**config.mk**
```make
export PLATFORM = sky130hd
export DESIGN_NAME = chaoent_health_pack
export DESIGN_NICKNAME = d
export VERILOG_FILES = /design/src/rtl/chaoent_pkg.sv /design/src/rtl/chaoent_health_test.sv /design/src/rtl/chaoent_health_pack.sv
export SDC_FILE = /design/constraint.sdc
export NUM_CORES = 1
export LEC_CHECK = 0
export CAP_MARGIN = 20
export CORE_MARGIN = 1
export CORE_UTILIZATION = 50
export CTS_BUF_LIST = sky130_fd_sc_hd__clkbuf_16
export DETAILED_ROUTE_END_ITERATION = 12
export PLACE_DENSITY = 0.72
export SETUP_SLACK_MARGIN = 0.5
export SYNTH_ARGS = -nofsm -noshare
export SYNTH_HDL_FRONTEND = slang
export SYNTH_SLANG_ARGS = --single-unit
```
**constraint.sdc**
```tcl
create_clock -name i_clk -period 3.2 [get_ports i_clk]
set_input_delay 0.48 -clock i_clk [delete_from_list [all_inputs] [get_ports i_clk]]
set_output_delay 0.48 -clock i_clk [all_outputs]
set_load 0.01 [all_outputs]
```
**src/rtl/chaoent_pkg.sv**
```systemverilog
// Shared types and constants for the chaotic-entropy health/packing slice.
package chaoent_pkg;

  localparam int SAMPLE_W = 4;

  localparam logic [1:0] STATE_STARTUP = 2'd0;
  localparam logic [1:0] STATE_RUN     = 2'd1;
  localparam logic [1:0] STATE_FAIL    = 2'd2;

  typedef enum logic [1:0] {
    ST_STARTUP = STATE_STARTUP,
    ST_RUN     = STATE_RUN,
    ST_FAIL    = STATE_FAIL
  } chaoent_state_e;

endpackage

```
**src/rtl/chaoent_health_test.sv**
```systemverilog
// Repetition-count and adaptive-proportion tests on accepted samples.
// Fail outputs are same-cycle pulses for the sample being presented on strobe.
module chaoent_health_test
  import chaoent_pkg::*;
#(
  parameter int RCT_CUTOFF = 8,
  parameter int APT_WINDOW = 64,
  parameter int APT_CUTOFF = 20
) (
  input  logic                clk,
  input  logic                reset_n,
  input  logic [SAMPLE_W-1:0] sample,
  input  logic                strobe,
  input  logic                clear,
  output logic                rct_fail,
  output logic                apt_fail
);

  localparam int RCT_W     = $clog2(RCT_CUTOFF + 1);
  localparam int APT_IDX_W = $clog2(APT_WINDOW);
  localparam int APT_CNT_W = $clog2(APT_WINDOW + 1);

  logic [SAMPLE_W-1:0]  rct_prev;
  logic [SAMPLE_W-1:0]  apt_ref;
  logic [RCT_W-1:0]     rct_cnt;
  logic [RCT_W-1:0]     rct_cnt_nxt;
  logic [APT_IDX_W-1:0] apt_idx;
  logic [APT_CNT_W-1:0] apt_cnt;
  logic [APT_CNT_W-1:0] apt_cnt_nxt;

  // A zero repetition count marks "no previous sample", so the next one starts a run.
  always_comb begin
    rct_cnt_nxt = RCT_W'(1);
    if ((rct_cnt != '0) && (sample == rct_prev)) begin
      if (rct_cnt == RCT_W'(RCT_CUTOFF))
        rct_cnt_nxt = rct_cnt;
      else
        rct_cnt_nxt = rct_cnt + RCT_W'(1);
    end

    apt_cnt_nxt = apt_cnt;
    if (apt_idx == '0)
      apt_cnt_nxt = APT_CNT_W'(1);
    else if (sample == apt_ref)
      apt_cnt_nxt = apt_cnt + APT_CNT_W'(1);
  end

  assign rct_fail = strobe && (rct_cnt_nxt >= RCT_W'(RCT_CUTOFF));
  assign apt_fail = strobe && (apt_cnt_nxt >= APT_CNT_W'(APT_CUTOFF));

  always_ff @(posedge clk) begin
    if (!reset_n || clear) begin
      rct_prev <= '0;
      rct_cnt  <= '0;
      apt_ref  <= '0;
      apt_idx  <= '0;
      apt_cnt  <= '0;
    end else if (strobe) begin
      rct_prev <= sample;
      rct_cnt  <= rct_cnt_nxt;
      if (apt_idx == '0)
        apt_ref <= sample;
      apt_idx <= apt_idx + APT_IDX_W'(1);
      apt_cnt <= apt_cnt_nxt;
    end
  end

endmodule

```
**src/rtl/chaoent_health_pack.sv**
```systemverilog
// Health-gated packer: startup/run/fail FSM around the online tests, nibble
// packer and a single-entry valid/ready output register.
module chaoent_health_pack
  import chaoent_pkg::*;
#(
  parameter int OUT_WIDTH       = 32,
  parameter int RCT_CUTOFF      = 8,
  parameter int APT_WINDOW      = 64,
  parameter int APT_CUTOFF      = 20,
  parameter int STARTUP_SAMPLES = 128
) (
  input  logic                 i_clk,
  input  logic                 i_reset_n,
  input  logic                 i_en,
  input  logic [SAMPLE_W-1:0]  i_dat,
  input  logic                 i_valid,
  input  logic                 i_clr_fail,
  input  logic                 i_ready,
  output logic [OUT_WIDTH-1:0] o_word,
  output logic                 o_valid,
  output logic [1:0]           o_state,
  output logic                 o_rct_fail,
  output logic                 o_apt_fail,
  output logic                 o_overflow
);

  localparam int NIBS  = OUT_WIDTH / SAMPLE_W;
  localparam int NIB_W = (NIBS > 1) ? $clog2(NIBS) : 1;
  localparam int SU_W  = $clog2(STARTUP_SAMPLES + 1);

  chaoent_state_e state_q;
  chaoent_state_e state_d;

  logic                          accept;
  logic                          clr;
  logic                          rct_hit;
  logic                          apt_hit;
  logic                          any_fail;
  logic                          pack_now;
  logic                          word_done;
  logic                          load;
  logic [SU_W-1:0]               startup_cnt;
  logic [NIB_W-1:0]              nib_cnt;
  logic [OUT_WIDTH-SAMPLE_W-1:0] pack_sr;
  logic [OUT_WIDTH-1:0]          pack_in;

  assign accept    = i_en && i_valid && (state_q != ST_FAIL);
  assign clr       = i_en && i_clr_fail && (state_q == ST_FAIL);
  assign any_fail  = rct_hit || apt_hit;
  assign pack_now  = accept && (state_q == ST_RUN) && !any_fail;
  assign pack_in   = {pack_sr, i_dat};
  assign word_done = pack_now && (nib_cnt == NIB_W'(NIBS - 1));
  assign load      = word_done && (!o_valid || i_ready);
  assign o_state   = state_q;

  chaoent_health_test #(
    .RCT_CUTOFF (RCT_CUTOFF),
    .APT_WINDOW (APT_WINDOW),
    .APT_CUTOFF (APT_CUTOFF)
  ) u_health (
    .clk      (i_clk),
    .reset_n  (i_reset_n),
    .sample   (i_dat),
    .strobe   (accept),
    .clear    (clr),
    .rct_fail (rct_hit),
    .apt_fail (apt_hit)
  );

  always_ff @(posedge i_clk) begin
    if (!i_reset_n)
      state_q <= ST_STARTUP;
    else
      state_q <= state_d;
  end

  always_comb begin
    state_d = state_q;
    unique case (state_q)
      ST_STARTUP: begin
        if (any_fail)
          state_d = ST_FAIL;
        else if (accept && (startup_cnt == SU_W'(STARTUP_SAMPLES - 1)))
          state_d = ST_RUN;
      end
      ST_RUN: begin
        if (any_fail)
          state_d = ST_FAIL;
      end
      ST_FAIL: begin
        if (clr)
          state_d = ST_STARTUP;
      end
      default: state_d = ST_STARTUP;
    endcase
  end

  always_ff @(posedge i_clk) begin
    if (!i_reset_n || clr)
      startup_cnt <= '0;
    else if (accept && (state_q == ST_STARTUP) && !any_fail)
      startup_cnt <= startup_cnt + SU_W'(1);
  end

  always_ff @(posedge i_clk) begin
    if (!i_reset_n || clr) begin
      o_rct_fail <= 1'b0;
      o_apt_fail <= 1'b0;
    end else begin
      if (rct_hit)
        o_rct_fail <= 1'b1;
      if (apt_hit)
        o_apt_fail <= 1'b1;
    end
  end

  // A failure discards the partial word and any word waiting for the consumer;
  // o_word itself keeps its last contents.
  always_ff @(posedge i_clk) begin
    if (!i_reset_n) begin
      pack_sr    <= '0;
      nib_cnt    <= '0;
      o_word     <= '0;
      o_valid    <= 1'b0;
      o_overflow <= 1'b0;
    end else if (any_fail) begin
      pack_sr <= '0;
      nib_cnt <= '0;
      o_valid <= 1'b0;
    end else if (clr) begin
      pack_sr    <= '0;
      nib_cnt    <= '0;
      o_overflow <= 1'b0;
    end else begin
      if (pack_now) begin
        pack_sr <= pack_in[OUT_WIDTH-SAMPLE_W-1:0];
        nib_cnt <= word_done ? '0 : nib_cnt + NIB_W'(1);
      end
      if (load) begin
        o_word  <= pack_in;
        o_valid <= 1'b1;
      end else begin
        if (word_done)
          o_overflow <= 1'b1;
        if (o_valid && i_ready)
          o_valid <= 1'b0;
      end
    end
  end

endmodule

```
# ---- After elaboration in Yosys (flattened, before gate mapping)
# Cells that the tools add are included.
dict set report word_totals {
  out_inout_bits 38
  inputBits 10
  elab_cells 84
  ff_bits 102
}
dict set report classes {
  n_eq_ne 12
  magnitude_cmp 2
  n_mux 15
  reduce_logical 33
  bitwise 3
  n_addsub 5
}
# op n
set ops {}
lappend ops {{$logic_and A1 B1 Y1} 15}
lappend ops {{$mux W7} 2}
lappend ops {{$reduce_and A3 Y1} 3}
lappend ops {{$add A8 B1 Y8 const B} 1}
lappend ops {{$eq A4 B4 Y1} 2}
lappend ops {{$eq A8 B7 Y1 const B} 1}
lappend ops {{$mux W2} 4}
lappend ops {{$mux W4} 2}
lappend ops {{$add A7 B1 Y7 const B} 1}
lappend ops {{$ge A7 B5 Y1 const B} 1}
lappend ops {{$add A6 B1 Y6 const B} 1}
lappend ops {{$logic_not A6 Y1} 1}
lappend ops {{$pmux W2 S3} 1}
lappend ops {{$mux W1} 5}
lappend ops {{$add A4 B1 Y4 const B} 1}
lappend ops {{$eq A4 B4 Y1 const B} 1}
lappend ops {{$ge A4 B4 Y1 const B} 1}
lappend ops {{$ne A2 B1 Y1 const B} 2}
lappend ops {{$ne A2 B2 Y1 const B} 2}
lappend ops {{$reduce_and A2 Y1} 2}
lappend ops {{$reduce_bool A2 Y1} 2}
lappend ops {{$reduce_bool A4 Y1} 1}
lappend ops {{$add A3 B1 Y3 const B} 1}
lappend ops {{$eq A3 B3 Y1 const B} 1}
lappend ops {{other kinds (10)} 16}

# ---- Logic depth before layout (Yosys ltp)
# Gate-level depths: netlist of run 1.
dict set report depth {
  word_depth 12
  mapped_depth 12
  ltp_nobuf 9
}

# ---- Cells and area by module
# Synthesis of run 1 repeated with hierarchy kept, for this count alone.
dict set report unflattened {
  cells_unflattened 514
  area_unflattened_um2 4356.7
}
# mod seq_area_each_um2 cells_each area_per_inst_um2 instances
set by_module_without_submodules {}
lappend by_module_without_submodules {chaoent_health_pack 1541.5 356 3009.1 1}
lappend by_module_without_submodules {chaoent_health_test 500.5 158 1347.5 1}

# ---- Worst setup path after synthesis of run 1
# No wires, ideal clock.
dict set report synth_path {
  path_type {input-to-reg}
  start {in i_dat[1]}
  end {reg startup_cnt[6]}
  path_buffers 1
  arrival_ns 2.653
  setup_ns 0.116
  required_time_ns 3.084
  cell_stages 9
  slack_ns 0.431
  path_cell_list {buf_2 xor2_1 nor4_4 nand2_2 mux2_4 o221ai_4 nand2_2 or4_1 o211a_1}
}
dict set report synth_via {
  elab_chain_len 8
  elab_cells_between_ends 13
  classes_between {order compare (2); eq/ne (2); mux (3); reduce/logical (6)}
}
# element line_no
set synth_lines {}
lappend synth_lines {{start: declaration} chaoent_health_pack.sv:15} ;# input logic [SAMPLE_W-1:0] i_dat,
lappend synth_lines {{$eq A4 B4 Y1, on equally long branches} {chaoent_health_test.sv:44, chaoent_health_test.sv:34}}
lappend synth_lines {{$mux W7 / $logic_and A1 B1 Y1 (equally long branches)} {chaoent_health_test.sv:44, chaoent_health_test.sv:34}}
lappend synth_lines {{$mux W7 / $mux W4 (equally long branches)} {chaoent_health_test.sv:42, chaoent_health_test.sv:34}}
lappend synth_lines {{$ge A7 B5 Y1 / $ge A4 B4 Y1 (equally long branches)} {chaoent_health_test.sv:49, chaoent_health_test.sv:48}}
lappend synth_lines {{$logic_and A1 B1 Y1, on equally long branches} {chaoent_health_test.sv:49, chaoent_health_test.sv:48}}
lappend synth_lines {{$logic_or A1 B1 Y1 (*)} chaoent_health_pack.sv:49} ;# assign any_fail = rct_hit || apt_hit;
lappend synth_lines {{$logic_not A1 Y1 (*)} chaoent_health_pack.sv:101} ;# else if (accept && (state_q == ST_STARTUP) && !any_fail)
lappend synth_lines {{$logic_and A1 B1 Y1 (*)} chaoent_health_pack.sv:101}
lappend synth_lines {{end signal: assignment} chaoent_health_pack.sv:102} ;# startup_cnt <= startup_cnt + SU_W'(1);
lappend synth_lines {{end: declaration} chaoent_health_pack.sv:42} ;# logic [SU_W-1:0] startup_cnt;
# Every way passes the cells marked *; elsewhere a longest branch is shown, timed or not.
# A chain may end at the register's enable or synchronous reset.

# ---- Final worst setup path of run 1
dict set report layout_path {
  start {in i_en}
  end {reg o_word[24]}
}
dict set report layout_via {
  elab_chain_len 9
  elab_cells_between_ends 15
  classes_between {bitwise (2); reduce/logical (13)}
}
# element line_no
set layout_lines {}
lappend layout_lines {{start: declaration} chaoent_health_pack.sv:14} ;# input logic i_en,
lappend layout_lines {{$logic_and A1 B1 Y1 (2 in a row)} chaoent_health_pack.sv:47} ;# assign accept = i_en && i_valid && (state_q != ST_FAIL);
lappend layout_lines {{$logic_and A1 B1 Y1, on equally long branches} {chaoent_health_test.sv:48, chaoent_health_test.sv:49}}
lappend layout_lines {{$logic_or A1 B1 Y1} chaoent_health_pack.sv:49}
lappend layout_lines {{$logic_not A1 Y1} chaoent_health_pack.sv:50} ;# assign pack_now = accept && (state_q == ST_RUN) && !any_fail;
lappend layout_lines {{$logic_and A1 B1 Y1} chaoent_health_pack.sv:50}
lappend layout_lines {{$logic_and A1 B1 Y1} chaoent_health_pack.sv:52} ;# assign word_done = pack_now && (nib_cnt == NIB_W'(NIBS - 1));
lappend layout_lines {{$logic_and A1 B1 Y1} chaoent_health_pack.sv:53} ;# assign load = word_done && (!o_valid || i_ready);
lappend layout_lines {{$reduce_and A3 Y1 (no source line) (*)} --}
lappend layout_lines {{end signal: assignment} chaoent_health_pack.sv:140} ;# o_word <= pack_in;
lappend layout_lines {{end: declaration} chaoent_health_pack.sv:19} ;# output logic [OUT_WIDTH-1:0] o_word,
# Marks and branches as above.

==> impl_metrics.ini, run 1 <==
[run_status]
outcome = finished, final reports clean

[cts]
clk_transition_reported_paths_ps = 70
cts_max_path_buffers = 2
numCtsBuffers = 9
postCtsHoldBufs = 0
cts.sinks = 102
cts_root_buf = clkbuf_16
h-tree-depth = 3
insertion_delay_ps = 350
cts_tree = done

[floorplanning]
dieArea_mm2 = 0.008962
fp.dieH_um = 94.67
die_w_um = 94.67
rows = 33
core_mm2 = 0.008258
start_util = 0.5200
io_pins = 48

[setup_path]
cp.arrival_ps = 2820
worstSetupPathType = input pin to flip-flop
crit_path_start_kind = input pin
r2r_end = startup_cnt[4]
crit_fanout = 13
crit_slowest_cell = clkdlybuf4s50_1
endpoint = o_word[24]
worstRegToRegCells = 9
worst-r2r-setup-slack_ps = 690
reg2reg_from = u_health.apt_idx[2]
crit_start = i_en
crit_path_end_kind = flip-flop
path_cells = clkdlybuf4s50_1, nand2_1, nor2b_1, nand2b_1, nor4_4, nor3_4, and3_4, bufbuf_16, o21ai_0
max_stage_delay_ps = 550
required_ps = 3470

[routing]
viasPerCell = 5.456
route.detailed.drc = 0
post_drt_wl_per_cell_um = 13.43
routed_wl_um = 9251
drt_iter0_drc = 247
ant_nets = 0
vias = 3759
first_pass_iters = 5

[place]
port_buffers = 47
gp_congestion = 0.7911
dp_hpwl_um = 5967

[layout]
final_cell_mix = nand2_1, dfxtp_1, a21oi_1, nand3_1, clkdlybuf4s50_1
seq_area_mm2 = 0.002043
syn_to_final_growth_pct = 25.03
nets = 597
layout_commonest_cell = nand2_1
fill_cells = 709
antenna_cells = 0
drive_gt1_frac = 0.1147
multiInputGateArea_mm2 = 0.002122

[sta]
finalCritPeriodShare = 0.7963
finalSetupViolCount = 0
finClkSkew_ps = 10.42
tightest_slew_ps = 631.2
max_freq_mhz = 392.4
slew_headroom = 0.5792
fin_tns_setup_ps = 0
hold_violations = 0
slew_violations = 0
period_needed_ps = 2548
rsz0062_at_grt = false

[logic_synthesis]
syn_area_mm2 = 0.004294
synth.avg_cell_area_um2 = 8.133
ys.flop_type = dfxtp_1
ys_ff_latch = 102
synth_top_area_frac = 0.4755
yosysWarnings = 0
synthCells = 528
synth_fp_nets = 546
synthTopCellsByArea = dfxtp_1, nand2_1, a21oi_1
async_flop_share = 0
synth-edff-count = 0
yosysTopAreaCell = dfxtp_1
synth_cell_types = 50
seq_area_frac_synth = 0.4755

[global_route]
grt_max_degree = 69
grt_pass1_wl_um = 15870
grt_use_total = 0.2230
grt_pass1_vias = 3478
globalRouteOverflowTotal = 0
antenna_found_initial = 0

[run]
maxCapViolCount = 0

[worst_hold_path]
hold_path.class = flip-flop to flip-flop

[power]
p_leak_nw = 1.896
peakVddDrop_v = 0.0003177
p_total_mw = 2.513
powerDensity_mw_per_mm2 = 468.0
how the worst min path moves through the flow:
stage / to / startpoint / slack, ps / cells past startpoint
6_report: o_word[11] / o_word[11] / 450 / 2
3_3_place_gp: o_word[31] / o_word[31] / 440 / 2
2_1_floorplan: pack_sr[24] / pack_sr[24] / 440 / 2
3_5_place_dp: o_word[11] / o_word[11] / 440 / 2
4_1_cts: o_word[11] / o_word[11] / 450 / 2
5_1_grt: o_word[11] / o_word[11] / 470 / 2
what timing repair did:
action | in CTS | in global routing
pin swaps | 8 | 5
cloned | 1 | 0
gates resized for setup | 11 | 2
endpoints found under the setup margin | 39 | 69
setup buffers | 6 | 3
critical path, delay by kind of cell:
family	cells	cell delay, ps
simple gates	6	1320
buf+inv	2	830
compound gates	1	160
through the flow:
stage / util / hold slack, ps / setup slack [ps] / cells / cell area, um^2
after floorplan: - / 436.6 / 520.2 / 528 / 4310
after global placement: 0.5958 / 436.4 / 87.43 / 663 / 4920
after detailed placement: 0.5958 / 441.3 / 5.805 / 663 / 4920
after CTS: 0.6470 / 451.8 / 505.6 / 686 / 5343
after global routing: 0.6502 / 468.5 / 502.2 / 689 / 5369
final: 0.6502 / 446.4 / 651.8 / 689 / 5369
cell type report:
type                       instances  area share
sequential                       102      0.3806
multi-input combinational        382      0.3952
tap                              105     0.02447
inverter                           7    0.004894
clock buffer                       9     0.04195
timing repair buffer              77      0.1384
clock inverter                     7     0.01445
registers in the layout (all words and copies together) (netlist names):
name,flops
o_apt_fail,1
nib_cnt,3
o_overflow,1
u_health.rct_cnt,4
pack_sr,28
startup_cnt,8
o_state,2
u_health.apt_idx,6
u_health.apt_ref,4
u_health.apt_cnt,7
o_valid,1
u_health.rct_prev,4
o_word,32
o_rct_fail,1
routing by layer:
metal | part of all wire | up-vias | global-route usage
li1 | - | 1894 | -
met1 | 0.45 | 1742 | 0.2990
met3 | 0.051 | 15 | 0.03140
met5 | 0 | - | 0
met4 | 0.016 | 0 | 0.08712
met2 | 0.48 | 108 | 0.3621
where the power goes:
group	switching, mW	leakage (nW)	total, mW	internal, mW
clock	0.489	0.153	1.11	0.616
combinational	0.0741	0.920	0.118	0.0443
sequential	0.00987	0.823	1.29	1.28
total	0.573	1.90	2.51	1.94
cell usage after synthesis (all sizes together), types with 2 or more instances:
cell / instances
inv: 7
and2: 5
buf: 13
mux2i: 4
nand2b: 4
ha: 8
clkbuf: 24
dfxtp: 102
a21oi: 52
and3: 2
nand3: 42
xor2: 10
nor3b: 4
nand4b: 3
nand4: 6
or3: 6
nor2: 31
o21ai: 47
and4: 2
nor3: 7
nand2: 117
a211oi: 2
nor4: 6
nor2b: 4
or4: 3
xnor2: 6
logic make-up after synthesis:
group	count (synthesis)	synth area share
AO/OA/AOI/OAI	109	0.1393
XOR/XNOR	16	0.03438
flip-flops	102	0.4755
adder cells (fa/ha/maj)	8	0.02331
AND/OR/NAND/NOR	244	0.2698
buffers and inverters	44	0.04487
multiplexers	5	0.01282
(Power assumes the default switching activity.)
==> run 2, diff against run 1 <==
--- a/config.mk
+++ b/config.mk
@@ -10,7 +10,7 @@
 export CORE_UTILIZATION = 50
 export CTS_BUF_LIST = sky130_fd_sc_hd__clkbuf_16
 export DETAILED_ROUTE_END_ITERATION = 12
-export PLACE_DENSITY = 0.72
+export PLACE_DENSITY = 0.75
 export SETUP_SLACK_MARGIN = 0.5
 export SYNTH_ARGS = -nofsm -noshare
 export SYNTH_HDL_FRONTEND = slang
==> constraint.sdc (replaced) <==
create_clock -name i_clk -period 2.1 [get_ports i_clk]
set_input_delay 0.315 -clock i_clk [delete_from_list [all_inputs] [get_ports i_clk]]
set_output_delay 0.315 -clock i_clk [all_outputs]
set_load 0.01 [all_outputs]
==> run 2 against run 1 <==
The flow now finishes with violations (setup timing). Power increased by 53%. Final cell count increased by 6.4%. Non-clock buffer count increased by 44. First-iteration DRC count decreased by 49%. Worst hold slack got worse by 120 ps. Core utilization increased by 8.0 points. Clock power increased by 46%. Global-route usage increased by 2.4 points. Critical path depth unchanged. Count of clock-buffer cells in the layout unchanged. Critical path type is now flip-flop to flip-flop. Critical endpoint is now startup_cnt[6]. Largest cell class unchanged. Highest routed layer unchanged.
==> impl_metrics.ini, run 2 (same netlist as run 1, synthesis figures left out) <==
[cts]
clk_transition_reported_paths_ps = 70
cts_root_buf = clkbuf_16
cts_max_path_buffers = 2
cts.sinks = 102
insertion_delay_ps = 350
postCtsHoldBufs = 0
numCtsBuffers = 9
cts_tree = done
h-tree-depth = 3

[floorplanning]
core_mm2 = 0.008258
rows = 33
io_pins = 48
start_util = 0.5200
die_w_um = 94.67
fp.dieH_um = 94.67
dieArea_mm2 = 0.008962

[sta]
rsz0062_at_grt = true
finalSetupViolCount = 76
setup_ws_ps = -331.6
max_freq_mhz = 411.2
tightest_slew_ps = 499.9
slew_violations = 0
period_needed_ps = 2432
timing.hold.ws_ps = 324.4
slew_headroom = 0.6667
hold_violations = 0
finClkSkew_ps = 7.842
finalCritPeriodShare = 1.158

[layout]
seq_area_mm2 = 0.002044
largest_reg_flops = 32
antenna_cells = 0
largest-register = o_word
final_cell_mix = nand2_1, dfxtp_1, buf_4, a21oi_1, o21ai_1
drive_gt1_frac = 0.2596
multiInputGateArea_mm2 = 0.002387
reg_top3 = o_word: 32 flops, pack_sr: 28 flops, startup_cnt: 8 flops
layout_commonest_cell = nand2_1
nets = 641
fill_cells = 615
syn_to_final_growth_pct = 40.41

[routing]
vias = 4008
route.detailed.drc = 0
first_pass_iters = 5
post_drt_wl_per_cell_um = 14.44
drt_iter0_drc = 126
viasPerCell = 5.468
routed_wl_um = 10580
ant_nets = 0

[setup_path]
path_cells = xor2_2, nor4_4, o2111ai_1, and4_4, nor3_4, buf_6, nand2_2, or4_1, o211a_1
crit_slowest_cell = nor4_4
cp.arrival_ps = 2670
critical-path-top-delay-family = simple AND/OR/NAND/NOR gates
crit_path_start_kind = flip-flop
required_ps = 2340
worstSetupPathType = flip-flop to flip-flop
max_stage_delay_ps = 420
crit_path_end_kind = flip-flop
path_buf_inv = 1
crit_fanout = 6

[global_route]
grt_pass1_wl_um = 17480
grt_max_degree = 43
antenna_found_initial = 0
grt_use_total = 0.2469
grt_pass1_vias = 3800
globalRouteOverflowTotal = 0

[run_status]
violations = setup timing
outcome = complete, but fails checks

[run]
maxCapViolCount = 0

[place]
port_buffers = 47
dp_hpwl_um = 6578
preCtsSetupSlack_ps = -977.1
gp_congestion = 0.8258

[worst_hold_path]
hold_path.class = input pin to flip-flop

[power]
p_leak_nw = 2.240
powerDensity_mw_per_mm2 = 639.5
peakVddDrop_v = 0.0004279
-- run 2: power breakdown --
part	switching (mW)	leakage, nW	total (mW)	internal (mW)
registers	0.0136	0.824	1.96	1.95
logic	0.146	1.28	0.271	0.124
clock network	0.790	0.140	1.62	0.833
-- run 2: worst paths after layout --
| check | cells after the start | slack (ps) | end | from |
|---|---|---|---|---|
| max reg2reg | 9 | -330 | startup_cnt[6] | u_health.apt_ref[2] |
| min | 2 | 320 | o_state[1] | i_reset_n |
| max | 9 | -330 | startup_cnt[6] | u_health.apt_ref[2] |
| min reg2reg | 2 | 450 | o_word[27] | o_word[27] |
-- run 2: what timing repair did --
action,in CTS,in global routing
endpoints found under the setup margin,94,95
resized for setup,33,29
endpoints found under the hold margin,0,0
buffers inserted,10,5
cloned,2,0
pin swaps,9,11
-- run 2: routing by layer --
metal	global-route usage	share of wire	vias up
li1	-	-	1987
met5	0	0	-
met3	0.05072	0.044	28
met2	0.4221	0.50	113
met1	0.3042	0.42	1880
met4	0.09343	0.027	0
-- run 2: final cells by class --
class	count	share of cell area
multi-input cells	382	0.3959
flip-flops and latches	102	0.3391
repair buffers	121	0.1903
clock buffers	9	0.03735
well taps	105	0.02179
clock inverters	7	0.01121
inverters	7	0.004358
-- run 2: through the flow --
step	instances	utilization	cell area [um^2]	power (mW)	TNS [ps]
after global routing	733	0.7302	6030	3.988	-26940
after CTS	728	0.7129	5887	3.858	-16890
after global placement	700	0.6497	5365	2.220	-47860
final	733	0.7302	6030	3.856	-17590
after floorplan	528	-	4522	2.140	-18630
after detailed placement	700	0.6497	5365	2.228	-55310
-- run 2: worst reg2reg max path: stages, from the launching register on --
cell and delay (ps):
dfxtp_2 340, xor2_2 180, nor4_4 420, o2111ai_1 210, and4_4 260, nor3_4 160
buf_6 140, nand2_2 70, or4_1 420, o211a_1 140
==> run 3, diff against run 2 <==
--- a/config.mk
+++ b/config.mk
@@ -7,11 +7,11 @@
 export LEC_CHECK = 0
 export CAP_MARGIN = 20
 export CORE_MARGIN = 1
-export CORE_UTILIZATION = 50
+export CORE_UTILIZATION = 25
 export CTS_BUF_LIST = sky130_fd_sc_hd__clkbuf_16
 export DETAILED_ROUTE_END_ITERATION = 12
-export PLACE_DENSITY = 0.75
 export SETUP_SLACK_MARGIN = 0.5
+export SLEW_MARGIN = 20
 export SYNTH_ARGS = -nofsm -noshare
 export SYNTH_HDL_FRONTEND = slang
 export SYNTH_SLANG_ARGS = --single-unit
==> run 3 against run 2 <==
The run still ends with setup timing left. Maximum frequency up 2.0%. Register-to-register slack gained 50 ps. Clock power fell by 4%. Core utilization shrank 32 points. Sequential share of layout area down 4.3 points. Die area grew 98%. Critical path type unchanged. Critical endpoint unchanged. Highest routed layer unchanged.
==> impl_metrics.ini, run 3 (same netlist as run 1, synthesis figures left out) <==
[run_status]
outcome = complete, but fails checks
violations = setup timing

[routing]
ant_nets = 0
first_pass_iters = 4
drt_iter0_drc = 220
met1Wirelength_um = 5683
post_drt_wl_per_cell_um = 13.00
routed_wl_um = 11370
viasPerCell = 4.557
wl_met3_um = 309
vias = 3987
wl_met2_um = 5236
route.detailed.drc = 0
maxUsedRoutingLayer = met4

[layout]
largest_reg_flops = 32
stdcell_count = 875
largest-register = o_word
postLayoutCoreUtil = 0.4139
nets = 668
layout_commonest_cell = nand2_1
antenna_cells = 0
syn_to_final_growth_pct = 60.98
fin_area_mm2 = 0.006913
drive_gt1_frac = 0.3725
fill_cells = 1631
reg_top3 = o_word: 32 flops, pack_sr: 28 flops, startup_cnt: 8 flops
final_cell_mix = nand2_1, dfxtp_1, buf_4, nand3_2

[worst_hold_path]
hold_path.class = input pin to flip-flop

[setup_path]
critical-path-top-delay-family = simple AND/OR/NAND/NOR gates
required_ps = 2340
crit_path_start_kind = flip-flop
crit_path_end_kind = flip-flop
crit_top_cell = buf_6
cp.arrival_ps = 2620
path_buf_inv = 3
path_cells = xor2_2, nor4_4, buf_6, buf_6, a211o_4, and4_4, nor3_4, buf_6, nand2_4, or4_4, o211a_1
crit_fanout = 6
max_stage_delay_ps = 410
worstSetupPathType = flip-flop to flip-flop
crit_slowest_cell = or4_4

[floorplanning]
rows = 47
fp.dieH_um = 133.1
io_pins = 48
start_util = 0.2571
core_mm2 = 0.01670
dieArea_mm2 = 0.01771
die_w_um = 133.1

[cts]
cts_max_path_buffers = 2
numCtsBuffers = 9
clk_transition_reported_paths_ps = 70
cts_root_buf = clkbuf_16
cts.sinks = 102
insertion_delay_ps = 350
h-tree-depth = 3
cts_tree = done

[sta]
period_needed_ps = 2383
rsz0062_at_grt = true
slew_headroom = 0.6765
tightest_slew_ps = 485.3
max_freq_mhz = 419.7
setup_ws_ps = -282.8
finalSetupViolCount = 72
hold_violations = 0
timing.hold.ws_ps = 311.1
slew_violations = 0
finClkSkew_ps = 8.919
finalCritPeriodShare = 1.135

[place]
place_inst = 821
port_buffers = 47
gp_congestion = 0.8036
dp_hpwl_um = 6805
place_area_mm2 = 0.005579

[global_route]
grt_use_total = 0.1266
grt_pass1_vias = 3635
antenna_found_initial = 0
grt_max_degree = 39
grt_pass1_wl_um = 18140
globalRouteOverflowTotal = 0

[power]
p_leak_nw = 2.620
p_total_mw = 3.831
powerDensity_mw_per_mm2 = 554.2
peakVddDrop_v = 0.0003904

[run]
maxCapViolCount = 0
==> run 3: cell count changes in the layout (fill, tap and decap cells not counted), sizes merged <==
cell / previous run / this run
dlygate4sd2: 8 / 9
bufbuf: 2 / 0
clkbuf: 9 / 13
buf: 73 / 98
clkinvlp: 1 / 2
clkinv: 3 / 2
dlymetal6s2s: 3 / 9
clkdlybuf4s50: 35 / 28
==> run 3: area by class of cell <==
class	count	area, um^2	share of cell area
Clock buffer	9	225.2	0.03258
Clock inverter	7	48.80	0.007059
Inverter	7	26.28	0.003801
Multi-Input combinational cell	382	2650	0.3833
Sequential cell	102	2049	0.2965
Tap cell	220	275.3	0.03982
Timing Repair Buffer	148	1638	0.2369
==> run 3: repair_timing <==
item	in CTS	in global routing
cloned	6	4
buffers inserted	18	10
setup endpoints to repair	93	99
hold endpoints to repair	0	0
resized for setup	58	105
hold buffers	0	0
pin swaps	20	20
==> run 3: power breakdown <==
part / switching [mW] / leakage [nW] / internal [mW]
Sequential: 0.0128 / 0.826 / 1.95
Combinational: 0.161 / 1.66 / 0.144
Clock: 0.758 / 0.131 / 0.807
==> run 3: final timing paths <==
path | cells past startpoint | endpoint | start | slack, ps
hold reg to reg | 2 | o_word[12] | o_word[12] | 450
setup reg to reg | 11 | startup_cnt[6] | u_health.apt_ref[2] | -280
hold / removal | 2 | o_state[1] | i_reset_n | 310
setup / recovery | 11 | startup_cnt[6] | u_health.apt_ref[2] | -280
==> run 3: routing by layer <==
layer | up-vias | GRT usage
li1 | 2045 | -
met1 | 1879 | 0.1788
met2 | 53 | 0.1902
met3 | 10 | 0.02567
met4 | 0 | 0.04278
met5 | - | 0
==> run 3: per-stage QoR <==
step / setup WS, ps / setup TNS, ps
after floorplan: -411.9 / -18630
after global placement: -806.3 / -49190
after detailed placement: -850.4 / -53730
after CTS: -265.2 / -15370
after global routing: -370.0 / -22990
final: -282.8 / -17140
